[src/rtl/lut_cfg_pkg.sv]
// rtl/lut_cfg_pkg.sv - shared state encoding and width helpers for the LUT configuration loader
package lut_cfg_pkg;

    typedef enum logic [2:0] {
        IDLE   = 3'd0,
        LOAD   = 3'd1,
        COMMIT = 3'd2,
        CHECK  = 3'd3,
        DONE   = 3'd4
    } state_t;

    function automatic int words_per_lut(input int mem_size, input int config_width);
        return mem_size / config_width;
    endfunction

    function automatic int idx_width(input int num_luts);
        return (num_luts <= 1) ? 1 : $clog2(num_luts);
    endfunction

    function automatic int wcnt_width(input int words);
        return (words <= 1) ? 1 : $clog2(words);
    endfunction

    // A frame must split into a whole number of input words
    function automatic bit frame_fits(input int mem_size, input int config_width);
        return (config_width > 0) && (mem_size % config_width == 0) && (mem_size >= config_width);
    endfunction

endpackage

[src/rtl/lut_cfg_assembler.sv]
// rtl/lut_cfg_assembler.sv - word counter and frame assembly register, LSB word first
module lut_cfg_assembler
    import lut_cfg_pkg::*;
#(
    parameter int MEM_SIZE      = 16,
    parameter int CONFIG_WIDTH  = 8,
    parameter int WORDS_PER_LUT = 2,
    parameter int WCNT_W        = 1
) (
    input  logic                    clk,
    input  logic                    rst_n,
    input  logic                    clr,
    input  logic                    accept,
    input  logic [CONFIG_WIDTH-1:0] data,
    output logic                    last,
    output logic [MEM_SIZE-1:0]     frame
);

    logic [WCNT_W-1:0]   word_cnt_q, word_cnt_d;
    logic [MEM_SIZE-1:0] frame_q, frame_d;

    assign last = (word_cnt_q == WCNT_W'(WORDS_PER_LUT - 1));

    // The frame output already contains the word being accepted this cycle,
    // so the caller can latch a complete frame on the same edge as the last word.
    assign frame = frame_d;

    // Merge the accepted word into its slot and advance / wrap the word counter
    always_comb begin
        word_cnt_d = word_cnt_q;
        frame_d    = frame_q;
        if (clr) begin
            word_cnt_d = '0;
        end else if (accept) begin
            for (int k = 0; k < WORDS_PER_LUT; k++) begin
                if (word_cnt_q == WCNT_W'(k)) begin
                    frame_d[k*CONFIG_WIDTH +: CONFIG_WIDTH] = data;
                end
            end
            word_cnt_d = last ? '0 : word_cnt_q + 1'b1;
        end
    end

    // Assembly state registers
    always_ff @(posedge clk or negedge rst_n) begin
        if (!rst_n) begin
            word_cnt_q <= '0;
            frame_q    <= '0;
        end else begin
            word_cnt_q <= word_cnt_d;
            frame_q    <= frame_d;
        end
    end

endmodule

[src/rtl/lut_config_loader.sv]
// rtl/lut_config_loader.sv - bank LUT configuration sequencer; optional trailer checksum via LUT_CFG_CHECKSUM_EN
module lut_config_loader
    import lut_cfg_pkg::*;
#(
    parameter int INPUTS       = 4,
    parameter int MEM_SIZE     = 2**INPUTS,
    parameter int CONFIG_WIDTH = 8,
    parameter int NUM_LUTS     = 4
) (
    input  logic                    cclk,
    input  logic                    rst_n,
    input  logic                    start,
    input  logic                    cfg_valid,
    input  logic [CONFIG_WIDTH-1:0] cfg_data,
    output logic                    cfg_ready,
    output logic [MEM_SIZE-1:0]     config_out,
    output logic [NUM_LUTS-1:0]     cen,
    output logic                    busy,
    output logic                    done,
    output logic                    err
);

    localparam int WORDS_PER_LUT = words_per_lut(MEM_SIZE, CONFIG_WIDTH);
    localparam int IDX_W         = idx_width(NUM_LUTS);
    localparam int WCNT_W        = wcnt_width(WORDS_PER_LUT);
    localparam logic [IDX_W-1:0] LAST_IDX = IDX_W'(NUM_LUTS - 1);

    if (!frame_fits(MEM_SIZE, CONFIG_WIDTH) || MEM_SIZE != 2**INPUTS || NUM_LUTS < 1) begin : g_bad_params
        $error("lut_config_loader: illegal MEM_SIZE/CONFIG_WIDTH/NUM_LUTS combination");
    end

    state_t              state_q, state_d;
    logic [IDX_W-1:0]    lut_idx_q, lut_idx_d;
    logic [MEM_SIZE-1:0] config_out_q, config_out_d;
    logic [NUM_LUTS-1:0] cen_q, cen_d;
    logic                cfg_ready_q, cfg_ready_d;
    logic                busy_q, busy_d;
    logic                done_q, done_d;
    logic                accept;
    logic                asm_clr;
    logic                asm_last;
    logic [MEM_SIZE-1:0] asm_frame;

`ifdef LUT_CFG_CHECKSUM_EN
    logic [CONFIG_WIDTH-1:0] csum_q, csum_d;
    logic                    err_q, err_d;
`endif

    // cfg_ready is a registered, state-only signal, so acceptance never loops back into the source
    assign accept = cfg_valid & cfg_ready_q;

    lut_cfg_assembler #(
        .MEM_SIZE      (MEM_SIZE),
        .CONFIG_WIDTH  (CONFIG_WIDTH),
        .WORDS_PER_LUT (WORDS_PER_LUT),
        .WCNT_W        (WCNT_W)
    ) u_assembler (
        .clk    (cclk),
        .rst_n  (rst_n),
        .clr    (asm_clr),
        .accept (accept && state_q == LOAD),
        .data   (cfg_data),
        .last   (asm_last),
        .frame  (asm_frame)
    );

    // Next-state, LUT index, frame bus and registered-output decode
    always_comb begin
        state_d      = state_q;
        lut_idx_d    = lut_idx_q;
        config_out_d = config_out_q;
        asm_clr      = 1'b0;
`ifdef LUT_CFG_CHECKSUM_EN
        csum_d       = csum_q;
        err_d        = err_q;
`endif
        unique case (state_q)
            IDLE: begin
                if (start) begin
                    state_d   = LOAD;
                    lut_idx_d = '0;
                    asm_clr   = 1'b1;
`ifdef LUT_CFG_CHECKSUM_EN
                    csum_d    = '0;
                    err_d     = 1'b0;
`endif
                end
            end
            LOAD: begin
                if (accept) begin
`ifdef LUT_CFG_CHECKSUM_EN
                    csum_d = csum_q ^ cfg_data;
`endif
                    if (asm_last) begin
                        state_d      = COMMIT;
                        config_out_d = asm_frame;
                    end
                end
            end
            COMMIT: begin
                if (lut_idx_q == LAST_IDX) begin
`ifdef LUT_CFG_CHECKSUM_EN
                    state_d = CHECK;
`else
                    state_d = DONE;
`endif
                end else begin
                    lut_idx_d = lut_idx_q + 1'b1;
                    state_d   = LOAD;
                end
            end
`ifdef LUT_CFG_CHECKSUM_EN
            CHECK: begin
                if (accept) begin
                    if (cfg_data != csum_q) begin
                        err_d = 1'b1;
                    end
                    state_d = DONE;
                end
            end
`endif
            DONE: begin
                state_d = IDLE;
            end
            default: begin
                state_d = IDLE;
            end
        endcase

        cfg_ready_d = (state_d == LOAD) || (state_d == CHECK);
        busy_d      = (state_d != IDLE);
        done_d      = (state_d == DONE);
        for (int i = 0; i < NUM_LUTS; i++) begin
            cen_d[i] = (state_d == COMMIT) && (lut_idx_d == IDX_W'(i));
        end
    end

    // FSM and registered outputs; reset aborts a load with cen dropped at once
    always_ff @(posedge cclk or negedge rst_n) begin
        if (!rst_n) begin
            state_q      <= IDLE;
            lut_idx_q    <= '0;
            config_out_q <= '0;
            cen_q        <= '0;
            cfg_ready_q  <= 1'b0;
            busy_q       <= 1'b0;
            done_q       <= 1'b0;
        end else begin
            state_q      <= state_d;
            lut_idx_q    <= lut_idx_d;
            config_out_q <= config_out_d;
            cen_q        <= cen_d;
            cfg_ready_q  <= cfg_ready_d;
            busy_q       <= busy_d;
            done_q       <= done_d;
        end
    end

`ifdef LUT_CFG_CHECKSUM_EN
    // Running XOR of accepted data words and the sticky trailer mismatch flag
    always_ff @(posedge cclk or negedge rst_n) begin
        if (!rst_n) begin
            csum_q <= '0;
            err_q  <= 1'b0;
        end else begin
            csum_q <= csum_d;
            err_q  <= err_d;
        end
    end
    assign err = err_q;
`else
    assign err = 1'b0;
`endif

    assign cfg_ready  = cfg_ready_q;
    assign config_out = config_out_q;
    assign cen        = cen_q;
    assign busy       = busy_q;
    assign done       = done_q;

endmodule
[config.mk]
export PLATFORM = sky130hd
export DESIGN_NAME = lut_config_loader
export DESIGN_NICKNAME = d
export VERILOG_FILES = /design/src/rtl/lut_cfg_pkg.sv /design/src/rtl/lut_cfg_assembler.sv /design/src/rtl/lut_config_loader.sv
export SDC_FILE = /design/constraint.sdc
export NUM_CORES = 1
export LEC_CHECK = 0
export BUFFER_PORTS_ARGS = -buffer_cell sky130_fd_sc_hd__buf_2
export CAP_MARGIN = 10
export CELL_PAD_IN_SITES_DETAIL_PLACEMENT = 2
export CELL_PAD_IN_SITES_GLOBAL_PLACEMENT = 2
export CORE_MARGIN = 2
export CORE_UTILIZATION = 35
export DETAILED_ROUTE_END_ITERATION = 8
export GPL_ROUTABILITY_DRIVEN = 0
export PLACE_DENSITY_LB_ADDON = 0.1
export SYNTH_ARGS = -nofsm -noshare
export SYNTH_HDL_FRONTEND = slang
export SYNTH_SLANG_ARGS = --single-unit
[constraint.sdc]
create_clock -name cclk -period 2.05 [get_ports cclk]
set_clock_uncertainty 0.2 [all_clocks]
set_input_delay 0.205 -clock cclk [delete_from_list [all_inputs] [get_ports cclk]]
set_output_delay 0.205 -clock cclk [all_outputs]
set_load 0.01 [all_outputs]
==> results.rst, run 1 <==
.. list-table::
   :header-rows: 1

   * - Metric
     - Value
   * - Outcome
     - finished clean
   * - Most common cell after layout, fill and taps aside
     - sky130_fd_sc_hd__dfrtp_1
   * - Critical register-to-register path startpoint
     - state_q[2]$_DFF_PN0_
   * - Starting density of the core
     - 36.2%
   * - Largest buffer count on any clock path
     - 2
   * - Initial antenna violation count
     - 0
   * - Largest net degree at the start of global routing
     - 38
   * - Commonest cells after routing, fill and taps aside
     - sky130_fd_sc_hd__dfrtp_1, sky130_fd_sc_hd__buf_2, sky130_fd_sc_hd__mux2_4
   * - Crit. Startpoint
     - state_q[2]$_DFF_PN0_
   * - Total length of routed wires
     - 3530 um
   * - Post-Syn Area per Cell
     - 14.8 um2
   * - Number of placement rows
     - 24
   * - Final cycle utilization of the critical path
     - 90.7%
   * - Predominant post-synthesis flop cell
     - sky130_fd_sc_hd__dfrtp_1
   * - Remaining Overflow, GRT
     - 0
   * - Width of the die
     - 70.8 um
   * - Number of buffers added by the clock tree synthesis step
     - 5
   * - Total clock sinks
     - 37
   * - MaxCap Viol Count
     - 0
   * - Syn Nets
     - 118
   * - Dominant cells by area after synthesis
     - sky130_fd_sc_hd__dfrtp_1, sky130_fd_sc_hd__mux2_4, sky130_fd_sc_hd__mux2_2
   * - Die outline height
     - 70.8 um
   * - Slew Viols, Final
     - 0
   * - Post-route worst hold slack
     - 86.3 ps
   * - Starting DRT DRC Count
     - 59
   * - Data arrival time of the critical path
     - 1830 ps
   * - CP Max Fanout
     - 7
   * - Post-DR vias/cell
     - 4.93
   * - Worst slew slack as a fraction of its limit
     - 44.3%
   * - Number of remaining DRC errors
     - 0
   * - Sequential cell area
     - 926 um2
   * - Port Buffers
     - 34
   * - Number of nets still failing antenna checks after routing
     - 0
   * - Worst-Margin Slew
     - 835 ps
   * - Static Leak
     - 0.999 nW
   * - Layout Area Growth over Synthesis
     - 25.6%
   * - Fraction of layout cells with a size suffix above 1
     - 50.0%
   * - Via Count
     - 1025
   * - Maximum vdd ir drop
     - 0.590 mV
   * - Dpl hpwl
     - 2510 um
   * - Placeable core region
     - 4320 um2
   * - Worst Setup Start Kind
     - register
   * - Cell count after synthesis
     - 106
   * - Routed len/inst
     - 17.0 um
   * - Clock tree from TritonCTS
     - yes
   * - Depth of the CTS H-tree
     - 2
   * - Filler cell count
     - 450
   * - Upper clock frequency limit
     - 0.538 GHz
   * - Die area
     - 5020 um2
   * - Worst min-delay path category
     - input port to register
   * - Type of element capturing the critical path
     - register
   * - Fraction of the core area covered by cells at the end of the flow
     - 45.4%
   * - Post-Route Setup TNS
     - 0 ps
   * - Clock-pin slew on the worst setup and hold paths
     - 70 ps
   * - Clock insertion delay at the later pin of the skew report
     - 290 ps
   * - I/O pin cnt
     - 36
   * - Setup Fix Bufs, Post-CTS
     - 0
   * - Drt first pass iters
     - 4
   * - Count of flip-flops with a built-in enable after synthesis
     - 0
   * - Unrepaired setup endpoints after global routing
     - false
   * - Power per Cell Area
     - 1410 nW/um2
   * - Required time of the critical path
     - 2020 ps
   * - Post-Syn Area
     - 1560 um2
   * - Wire length of the first global-routing pass
     - 5910 um
   * - Setup Crit Path Kind
     - register to register
   * - Fraction of synthesized cell area taken by the top area cell type
     - 59.2%
   * - Sequential cell area fraction in the yosys report
     - 59.2%
   * - Area used by multi-input combinational logic
     - 586 um2
   * - Number of global-route vias before repair
     - 1082
   * - Clock Root Buffer
     - sky130_fd_sc_hd__clkbuf_8
   * - Distinct cell type count after synthesis
     - 28
   * - Final critical path time including I/O delays and setup
     - 1860 ps
   * - Number of nets in the layout
     - 167
   * - Number of diodes added for antenna fixing
     - 0
   * - Fraction of registers with async set/reset
     - 100%
   * - Hold path start
     - start
   * - Final number of setup-violating endpoints
     - 0
   * - Final Hold Fails
     - 0
   * - Synthesis Warnings
     - 0
   * - Cell type with the highest aggregate area in the netlist
     - sky130_fd_sc_hd__dfrtp_1
   * - Flops & latches, synth
     - 37
   * - Tot GR Track Use
     - 15.4%
[metal layers]
metal / vias to the layer above / wire length (um) / GRT usage [%]
met5: - / 0 / 0
met1: 527 / 1540 / 19.9
met4: 0 / 38 / 3.77
met3: 6 / 142 / 5.84
met2: 21 / 1820 / 24.7
li1: 471 / - / -
[logic make-up (layout without fill, tap and decap cells)]
group / after synthesis / in the layout / synth area share, %
AOI/OAI and AO/OA: 14 / 14 / 6.16
buffers and inverters: 7 / 57 / 3.36
DFF: 37 / 37 / 59.2
muxes: 24 / 24 / 21.1
other: 1 / 1 / 0.240
and+or+nand+nor: 23 / 23 / 9.92
[area by class of cell]
| type | instances | area share [%] |
|---|---|---|
| clock buffer | 5 | 3.50 |
| inverter | 1 | 0.191 |
| multi-input combinational | 62 | 29.8 |
| clock inverter | 3 | 0.892 |
| sequential | 37 | 47.1 |
| timing repair buffer | 48 | 15.2 |
| tap | 52 | 3.31 |
[report_power, final]
| group | internal [W] | leakage (nW) | total [W] | switching (W) |
|---|---|---|---|---|
| clock network | 0.000235 | 0.0439 | 0.000500 | 0.000265 |
| registers | 0.00102 | 0.458 | 0.00121 | 0.000186 |
| logic | 0.000609 | 0.498 | 0.00106 | 0.000455 |
| total | 0.00187 | 0.999 | 0.00277 | 0.000906 |
[worst max-delay path, cell delays in order (launching register included)]
cell and delay [ps]:
sky130_fd_sc_hd__dfrtp_1 390, sky130_fd_sc_hd__or3b_4 440, sky130_fd_sc_hd__nor3_4 160, sky130_fd_sc_hd__buf_4 200, sky130_fd_sc_hd__mux2_2 350
[synth_stat cells (all sizes together) (2+ instances only)]
master and n:
nor3 3, a21oi 3, dfrtp 37, o21ai 4
and2 2, o32ai 2, and3 5, a211oi 2
buf 4, clkbuf 2, nand2 2, mux2 24
or3b 2, nor2 4
[stage by stage]
step / worst slack, ps / cell area (um2) / power (W) / cells
finish: 191 / 1960 / 0.00277 / 208
global route: 130 / 1960 / 0.00297 / 208
CTS: 178 / 1960 / 0.00283 / 208
detailed placement: 209 / 1790 / 0.00229 / 191
global placement: 257 / 1790 / 0.00222 / 191
floorplan: 238 / 1560 / 0.00193 / 106
[worst paths after layout]
path,endpoint,slack (ps),cells after the start
min,busy$_DFF_PN0_,90,3
min reg2reg,config_out[4]$_DFFE_PN0P_,310,1
max in group asynchronous,cen[1]$_DFF_PN0_,770,2
min in group asynchronous,config_out[14]$_DFFE_PN0P_,350,2
max reg2reg,u_assembler.frame_q[6]$_DFF_PN0_,190,4
max,u_assembler.frame_q[6]$_DFF_PN0_,190,4
[flip-flops by register name (all words and copies together) (netlist names)]
name / flops
lut_idx_q: 2
u_assembler.frame_q: 8
cfg_ready: 1
cen: 4
busy: 1
done: 1
config_out: 16
u_assembler.last: 1
state_q: 3
[what timing repair did]
item                       4_1_cts  5_1_grt
hold endpoints to repair        53        0
hold buffers                     9        0
setup endpoints to repair        0        0
gates resized for setup          0        0
No activity file was read; power rests on OpenSTA's default activity.
==> run 2, diff against run 1 <==
- PLACE_DENSITY: not set -> 0.83
- PLACE_DENSITY_LB_ADDON: 0.1 -> not set
==> run 2 against run 1 <==
  * Register-to-register slack got worse by 70 ps
  * Critical path type unchanged
  * Cell count fell by 0.96%
  * Clock power fell by 4%
  * Global-route usage rose by 1.0 points
  * Combinational power barely moved
  * Critical endpoint is now config_out[12]$_DFFE_PN0P_
==> results.rst, run 2 (synthesis gave the netlist of run 1 again) <==
.. list-table::
   :header-rows: 1

   * - Metric
     - Value
   * - Outcome
     - finished clean (unchanged)
   * - Number of remaining DRC errors
     - 0 (unchanged)
   * - Largest buffer count on any clock path
     - 2 (unchanged)
   * - Post-route worst hold slack
     - 106 ps (was 86.3 ps)
   * - CTS-repair resized insts
     - 0 (unchanged)
   * - Total clock sinks
     - 37 (unchanged)
   * - Final Hold Fails
     - 0 (unchanged)
   * - Routed metal-1 wirelength
     - 1560 um (was 1540 um)
   * - Post-DR vias/cell
     - 4.89 (was 4.93)
   * - Worst min-delay path category
     - input port to register (unchanged)
   * - Setup Fix Bufs, Post-CTS
     - 0 (unchanged)
   * - Number of buffers added by the clock tree synthesis step
     - 5 (unchanged)
   * - Width of the die
     - 70.8 um (unchanged)
   * - Final number of setup-violating endpoints
     - 0 (unchanged)
   * - Number of global-route vias before repair
     - 1191 (was 1082)
   * - Number of nets still failing antenna checks after routing
     - 0 (unchanged)
   * - Routed len/inst
     - 18.1 um (was 17.0 um)
   * - CP Max Fanout
     - 19 (was 7)
   * - Die outline height
     - 70.8 um (unchanged)
   * - Worst hold path endpoint
     - busy$_DFF_PN0_ (unchanged)
   * - Final critical path time including I/O delays and setup
     - 1930 ps (was 1860 ps)
   * - Via Count
     - 1008 (was 1025)
   * - Clock tree from TritonCTS
     - yes (unchanged)
   * - Worst Setup Start Kind
     - register (unchanged)
   * - Slew Viols, Final
     - 0 (unchanged)
   * - Post-place setup slack
     - 124 ps (was 209 ps)
   * - Critical register-to-register path startpoint
     - state_q[2]$_DFF_PN0_ (unchanged)
   * - Number of diodes added for antenna fixing
     - 0 (unchanged)
   * - Remaining Overflow, GRT
     - 0 (unchanged)
   * - Post-Route Setup TNS
     - 0 ps (unchanged)
   * - Max reg flops
     - 16 (unchanged)
   * - MaxCap Viol Count
     - 0 (unchanged)
   * - Depth of the CTS H-tree
     - 2 (unchanged)
   * - Setup Crit Path Kind
     - register to register (unchanged)
   * - Fraction of layout cells with a size suffix above 1
     - 48.7% (was 50.0%)
   * - Upper clock frequency limit
     - 0.518 GHz (was 0.538 GHz)
   * - Number of nets in the layout
     - 165 (was 167)
   * - Commonest cells after routing, fill and taps aside
     - sky130_fd_sc_hd__dfrtp_1, sky130_fd_sc_hd__buf_2, sky130_fd_sc_hd__mux2_4 (unchanged)
   * - Die area
     - 5020 um2 (unchanged)
   * - Required time of the critical path
     - 2010 ps (was 2020 ps)
   * - Tot GR Track Use
     - 16.4% (was 15.4%)
   * - Largest net degree at the start of global routing
     - 38 (unchanged)
   * - Initial antenna violation count
     - 0 (unchanged)
   * - Worst-Margin Slew
     - 834 ps (was 835 ps)
   * - Total placed instance area
     - 1790 um2 (about the same)
   * - Clock Root Buffer
     - sky130_fd_sc_hd__clkbuf_8 (unchanged)
   * - Total length of routed wires
     - 3730 um (was 3530 um)
   * - Drt first pass iters
     - 4 (unchanged)
   * - Layout Area Growth over Synthesis
     - 25.2% (was 25.6%)
   * - Power per Cell Area
     - 1430 nW/um2 (was 1410 nW/um2)
   * - Data arrival time of the critical path
     - 1890 ps (was 1830 ps)
   * - Starting DRT DRC Count
     - 37 (was 59)
   * - Top Metal Used
     - met4 (unchanged)
   * - Worst setup slack for register-to-register paths
     - 120 ps (was 190 ps)
   * - Clock-pin slew on the worst setup and hold paths
     - 70 ps (about the same)
   * - Worst reg2reg path depth
     - 3 (was 4)
   * - Number of placement rows
     - 24 (unchanged)
   * - Worst slew slack as a fraction of its limit
     - 44.4% (was 44.3%)
   * - Final cell count without fillers
     - 206 (was 208)
   * - Static Leak
     - 0.993 nW (was 0.999 nW)
   * - Crit. Startpoint
     - state_q[2]$_DFF_PN0_ (unchanged)
   * - Hold path start
     - start (unchanged)
   * - Type of element capturing the critical path
     - register (unchanged)
   * - Final instance area
     - 1960 um2 (about the same)
   * - Clock insertion delay at the later pin of the skew report
     - 280 ps (was 290 ps)
   * - Met3 Routed Length
     - 127 um (was 142 um)
   * - Port Buffers
     - 34 (unchanged)
   * - Wire length of the first global-routing pass
     - 6390 um (was 5910 um)
   * - Unrepaired setup endpoints after global routing
     - false (unchanged)
   * - I/O pin cnt
     - 36 (unchanged)
   * - Final cycle utilization of the critical path
     - 94.1% (was 90.7%)
   * - DR WL met2
     - 2010 um (was 1820 um)
   * - Worst path max stage delay
     - 460 ps (was 440 ps)
   * - Critical-path cell list
     - or3b_4 -> nand2b_4 -> mux2_4 (was or3b_4 -> nor3_4 -> buf_4 -> mux2_2)
   * - Cells on Worst Hold Path
     - 3 (unchanged)
   * - Maximum vdd ir drop
     - 0.512 mV (was 0.590 mV)
   * - Placeable core region
     - 4320 um2 (unchanged)
   * - End of the worst register-to-register path
     - config_out[12]$_DFFE_PN0P_ (was u_assembler.frame_q[6]$_DFF_PN0_)
   * - Most common cell after layout, fill and taps aside
     - sky130_fd_sc_hd__dfrtp_1 (unchanged)
   * - Total placed cells including tap cells
     - 189 (was 191)
   * - PnR worst setup slack
     - 121 ps (was 191 ps)
   * - CP max-delay cell
     - sky130_fd_sc_hd__or3b_4 (unchanged)
   * - Starting density of the core
     - 36.2% (unchanged)
   * - Filler cell count
     - 436 (was 450)
   * - Dpl hpwl
     - 2670 um (was 2510 um)
==> run 2: changes by cell type in the layout (fill, tap and decap cells not counted), sizes merged <==
cell,before,now
clkbuf,5,6
clkinvlp,1,0
buf,39,37
==> run 2: cell type report <==
| type | instances | area [um2] | area share, % |
|---|---|---|---|
| repair buffers | 46 | 295 | 15.1 |
| inverters | 1 | 3.75 | 0.192 |
| clock inverters | 2 | 10.0 | 0.511 |
| well taps | 52 | 65.1 | 3.32 |
| multi-input cells | 62 | 586 | 29.9 |
| clock buffers | 6 | 72.6 | 3.71 |
| flip-flops and latches | 37 | 926 | 47.3 |
==> run 2: critical path: cells and delay by family (launching register included) <==
kind             cells  cell delay (ps)
flip-flops           1              440
multiplexers         1              380
AND/OR/NAND/NOR      2              790
==> run 2: how the worst max path moves through the flow <==
stage                                                   to  slack, ps  depth (start not counted)
after floorplan           u_assembler.frame_q[0]$_DFF_PN0_        240                          3
after global placement           config_out[4]$_DFFE_PN0P_        190                          3
after detailed placement        config_out[12]$_DFFE_PN0P_        120                          3
after CTS                       config_out[12]$_DFFE_PN0P_        110                          3
after global routing            config_out[12]$_DFFE_PN0P_         80                          3
final                           config_out[12]$_DFFE_PN0P_        120                          3
==> run 2: power by group <==
group / total, W / switching, W / internal [W]
combinational: 0.00108 / 0.000466 / 0.000617
sequential: 0.00123 / 0.000203 / 0.00103
clock: 0.000482 / 0.000246 / 0.000236
total: 0.00279 / 0.000915 / 0.00188
==> run 2: layer usage <==
metal	track usage, %	vias up
li1	-	464
met1	19.4	516
met2	30.7	24
met3	2.99	4
met4	3.77	0
met5	0	-
==> run 2: metrics by stage <==
| step | util (%) | power (W) |
|---|---|---|
| finish | 45.3 | 0.00279 |
| global route | 45.3 | 0.00298 |
| CTS | 45.3 | 0.00284 |
| detailed placement | 41.3 | 0.00232 |
| global placement | 41.3 | 0.00222 |
| floorplan | - | 0.00193 |
==> run 2: timing repair <==
item | CTS | global route
setup endpoints to repair | 0 | 0
hold buffers | 9 | 0
endpoints found under the hold margin | 52 | 0
==> run 3, diff against run 2 <==
- CORE_UTILIZATION: 35 -> 30
- CTS_CLUSTER_DIAMETER: not set -> 30
- PLACE_DENSITY: 0.83 -> 0.74
- clock period: 2.05 -> 2.2 ns (I/O delays scaled with it)
==> run 3 against run 2 <==
  * Setup slack gained 65 ps
  * Critical path type unchanged
  * Count of clock-buffer cells in the layout rose by 1
  * Core utilization decreased by 6.7 points
  * Critical path depth did not move
  * Combinational power decreased by 13%
  * Global-route usage fell by 3.4 points
  * Via count grew 0.69%
  * Largest cell class unchanged
  * First-iteration DRC count fell by 22%
  * Wire length is 7.2% lower
  * Clock power shrank 3%
  * Maximum frequency decreased by 4.2%
  * Highest routed layer unchanged
  * Final area about the same
==> results.rst, run 3 (synthesis gave the netlist of run 1 again) <==
.. list-table::
   :header-rows: 1

   * - Metric
     - Value
   * - Final cycle utilization of the critical path
     - 91.6% (was 94.1%)
   * - Number of nets still failing antenna checks after routing
     - 0 (unchanged)
   * - Final critical path time including I/O delays and setup
     - 2010 ps (was 1930 ps)
   * - Starting DRT DRC Count
     - 29 (was 37)
   * - Slew Viols, Final
     - 0 (unchanged)
   * - Unrepaired setup endpoints after global routing
     - false (unchanged)
   * - Placeable core region
     - 5070 um2 (was 4320 um2)
   * - Required time of the critical path
     - 2170 ps (was 2010 ps)
   * - Die area
     - 5810 um2 (was 5020 um2)
   * - Number of nets in the layout
     - 163 (was 165)
   * - Starting density of the core
     - 30.8% (was 36.2%)
   * - I/O pin cnt
     - 36 (unchanged)
   * - Upper clock frequency limit
     - 0.496 GHz (was 0.518 GHz)
   * - Worst-Margin Slew
     - 819 ps (was 834 ps)
   * - Via Count
     - 1015 (was 1008)
   * - Port Buffers
     - 34 (unchanged)
   * - Static Leak
     - 0.979 nW (was 0.993 nW)
   * - Routed len/inst
     - 15.7 um (was 18.1 um)
   * - Fraction of the core area covered by cells at the end of the flow
     - 38.6% (was 45.3%)
   * - Depth of the CTS H-tree
     - 2 (unchanged)
   * - Post-route worst hold slack
     - 135 ps (was 106 ps)
   * - Worst slew slack as a fraction of its limit
     - 45.4% (was 44.4%)
   * - Data arrival time of the critical path
     - 1980 ps (was 1890 ps)
   * - Final Hold Fails
     - 0 (unchanged)
   * - Worst min-delay path category
     - input port to register (unchanged)
   * - Maximum vdd ir drop
     - 0.326 mV (was 0.512 mV)
   * - Drt first pass iters
     - 3 (was 4)
   * - Commonest cells after routing, fill and taps aside
     - sky130_fd_sc_hd__dfrtp_1, sky130_fd_sc_hd__buf_2, sky130_fd_sc_hd__mux2_4 (unchanged)
   * - Max reg flops
     - 16 (unchanged)
   * - Outcome
     - finished clean (unchanged)
   * - Setup Crit Path Kind
     - register to register (unchanged)
   * - Worst Setup Start Kind
     - register (unchanged)
   * - Post-DR vias/cell
     - 4.59 (was 4.89)
   * - Total clock sinks
     - 37 (unchanged)
   * - Remaining Overflow, GRT
     - 0 (unchanged)
   * - Number of remaining DRC errors
     - 0 (unchanged)
   * - Total placed instance area
     - 1780 um2 (was 1790 um2)
   * - Type of element capturing the critical path
     - register (unchanged)
   * - Clock tree from TritonCTS
     - yes (unchanged)
   * - CP Max Fanout
     - 9 (was 19)
   * - Initial antenna violation count
     - 0 (unchanged)
   * - CTS-repair resized insts
     - 0 (unchanged)
   * - Clock insertion delay at the later pin of the skew report
     - 280 ps (about the same)
   * - Largest net degree at the start of global routing
     - 38 (unchanged)
   * - Number of placement rows
     - 26 (was 24)
   * - Clock Root Buffer
     - sky130_fd_sc_hd__clkbuf_8 (unchanged)
   * - Number of diodes added for antenna fixing
     - 0 (unchanged)
   * - MaxCap Viol Count
     - 0 (unchanged)
   * - Layout Area Growth over Synthesis
     - 25.1% (was 25.2%)
   * - Total length of routed wires
     - 3460 um (was 3730 um)
   * - Number of hold buffers added after cts
     - 9 (unchanged)
   * - Tot GR Track Use
     - 13.0% (was 16.4%)
   * - Dpl hpwl
     - 2430 um (was 2670 um)
   * - Power per Cell Area
     - 1310 nW/um2 (was 1430 nW/um2)
   * - Die outline height
     - 76.2 um (was 70.8 um)
   * - Final instance area
     - 1960 um2 (about the same)
   * - Most common cell after layout, fill and taps aside
     - sky130_fd_sc_hd__dfrtp_1 (unchanged)
   * - Post-Route Setup TNS
     - 0 ps (unchanged)
   * - Width of the die
     - 76.2 um (was 70.8 um)
   * - Wire length of the first global-routing pass
     - 5870 um (was 6390 um)
   * - Number of buffers added by the clock tree synthesis step
     - 5 (unchanged)
   * - Setup Fix Bufs, Post-CTS
     - 0 (unchanged)
   * - Clock-pin slew on the worst setup and hold paths
     - 70 ps (about the same)
   * - Final number of setup-violating endpoints
     - 0 (unchanged)
   * - Number of global-route vias before repair
     - 1117 (was 1191)
   * - Largest buffer count on any clock path
     - 2 (unchanged)
   * - Fraction of layout cells with a size suffix above 1
     - 47.7% (was 48.7%)
[run 3: final cells by class]
class                           count  area (um2)
Timing Repair Buffer               44         268
Clock buffer                        7        86.3
Multi-Input combinational cell     62         586
Fill cell                         552        3120
Tap cell                           70        87.6
Inverter                            1        3.75
Sequential cell                    37         926
[run 3: layer usage]
layer	vias up	wire length [um]	GRT usage (%)	share of wire, %
met5	-	0	0	0
li1	463	-	-	-
met2	27	1780	22.0	52
met4	0	55	4.91	1.6
met3	6	155	4.62	4.5
met1	519	1470	15.0	42
[run 3: power by group]
group          leakage [nW]  switching, W  internal [W]
Clock                0.0443      0.000221      0.000248
Combinational         0.477      0.000403      0.000542
Sequential            0.458      0.000189      0.000956
[run 3: through the flow]
| step | instances | power [W] | setup WS, ps |
|---|---|---|---|
| 5_1_grt | 221 | 0.00275 | 99.3 |
| 3_3_place_gp | 205 | 0.00204 | 268 |
| 2_1_floorplan | 106 | 0.00180 | 388 |
| 6_report | 221 | 0.00256 | 186 |
| 3_5_place_dp | 205 | 0.00211 | 173 |
| 4_1_cts | 221 | 0.00260 | 166 |
[run 3: final timing paths]
path | from | to | slack [ps] | depth (start not counted)
min in group asynchronous | rst_n | u_assembler.frame_q[5]$_DFF_PN0_ | 400 | 2
min | start | busy$_DFF_PN0_ | 130 | 3
min reg2reg | u_assembler.frame_q[2]$_DFF_PN0_ | config_out[2]$_DFFE_PN0P_ | 310 | 1
max | state_q[0]$_DFF_PN0_ | u_assembler.frame_q[1]$_DFF_PN0_ | 190 | 3
max reg2reg | state_q[0]$_DFF_PN0_ | u_assembler.frame_q[1]$_DFF_PN0_ | 190 | 3
max in group asynchronous | rst_n | state_q[2]$_DFF_PN0_ | 890 | 2
[run 3: worst max-delay path, stage by stage (launching register included)]
cell	delay, ps
sky130_fd_sc_hd__dfrtp_1	470
sky130_fd_sc_hd__or3b_4	450
sky130_fd_sc_hd__nor3_4	380
sky130_fd_sc_hd__mux2_2	390
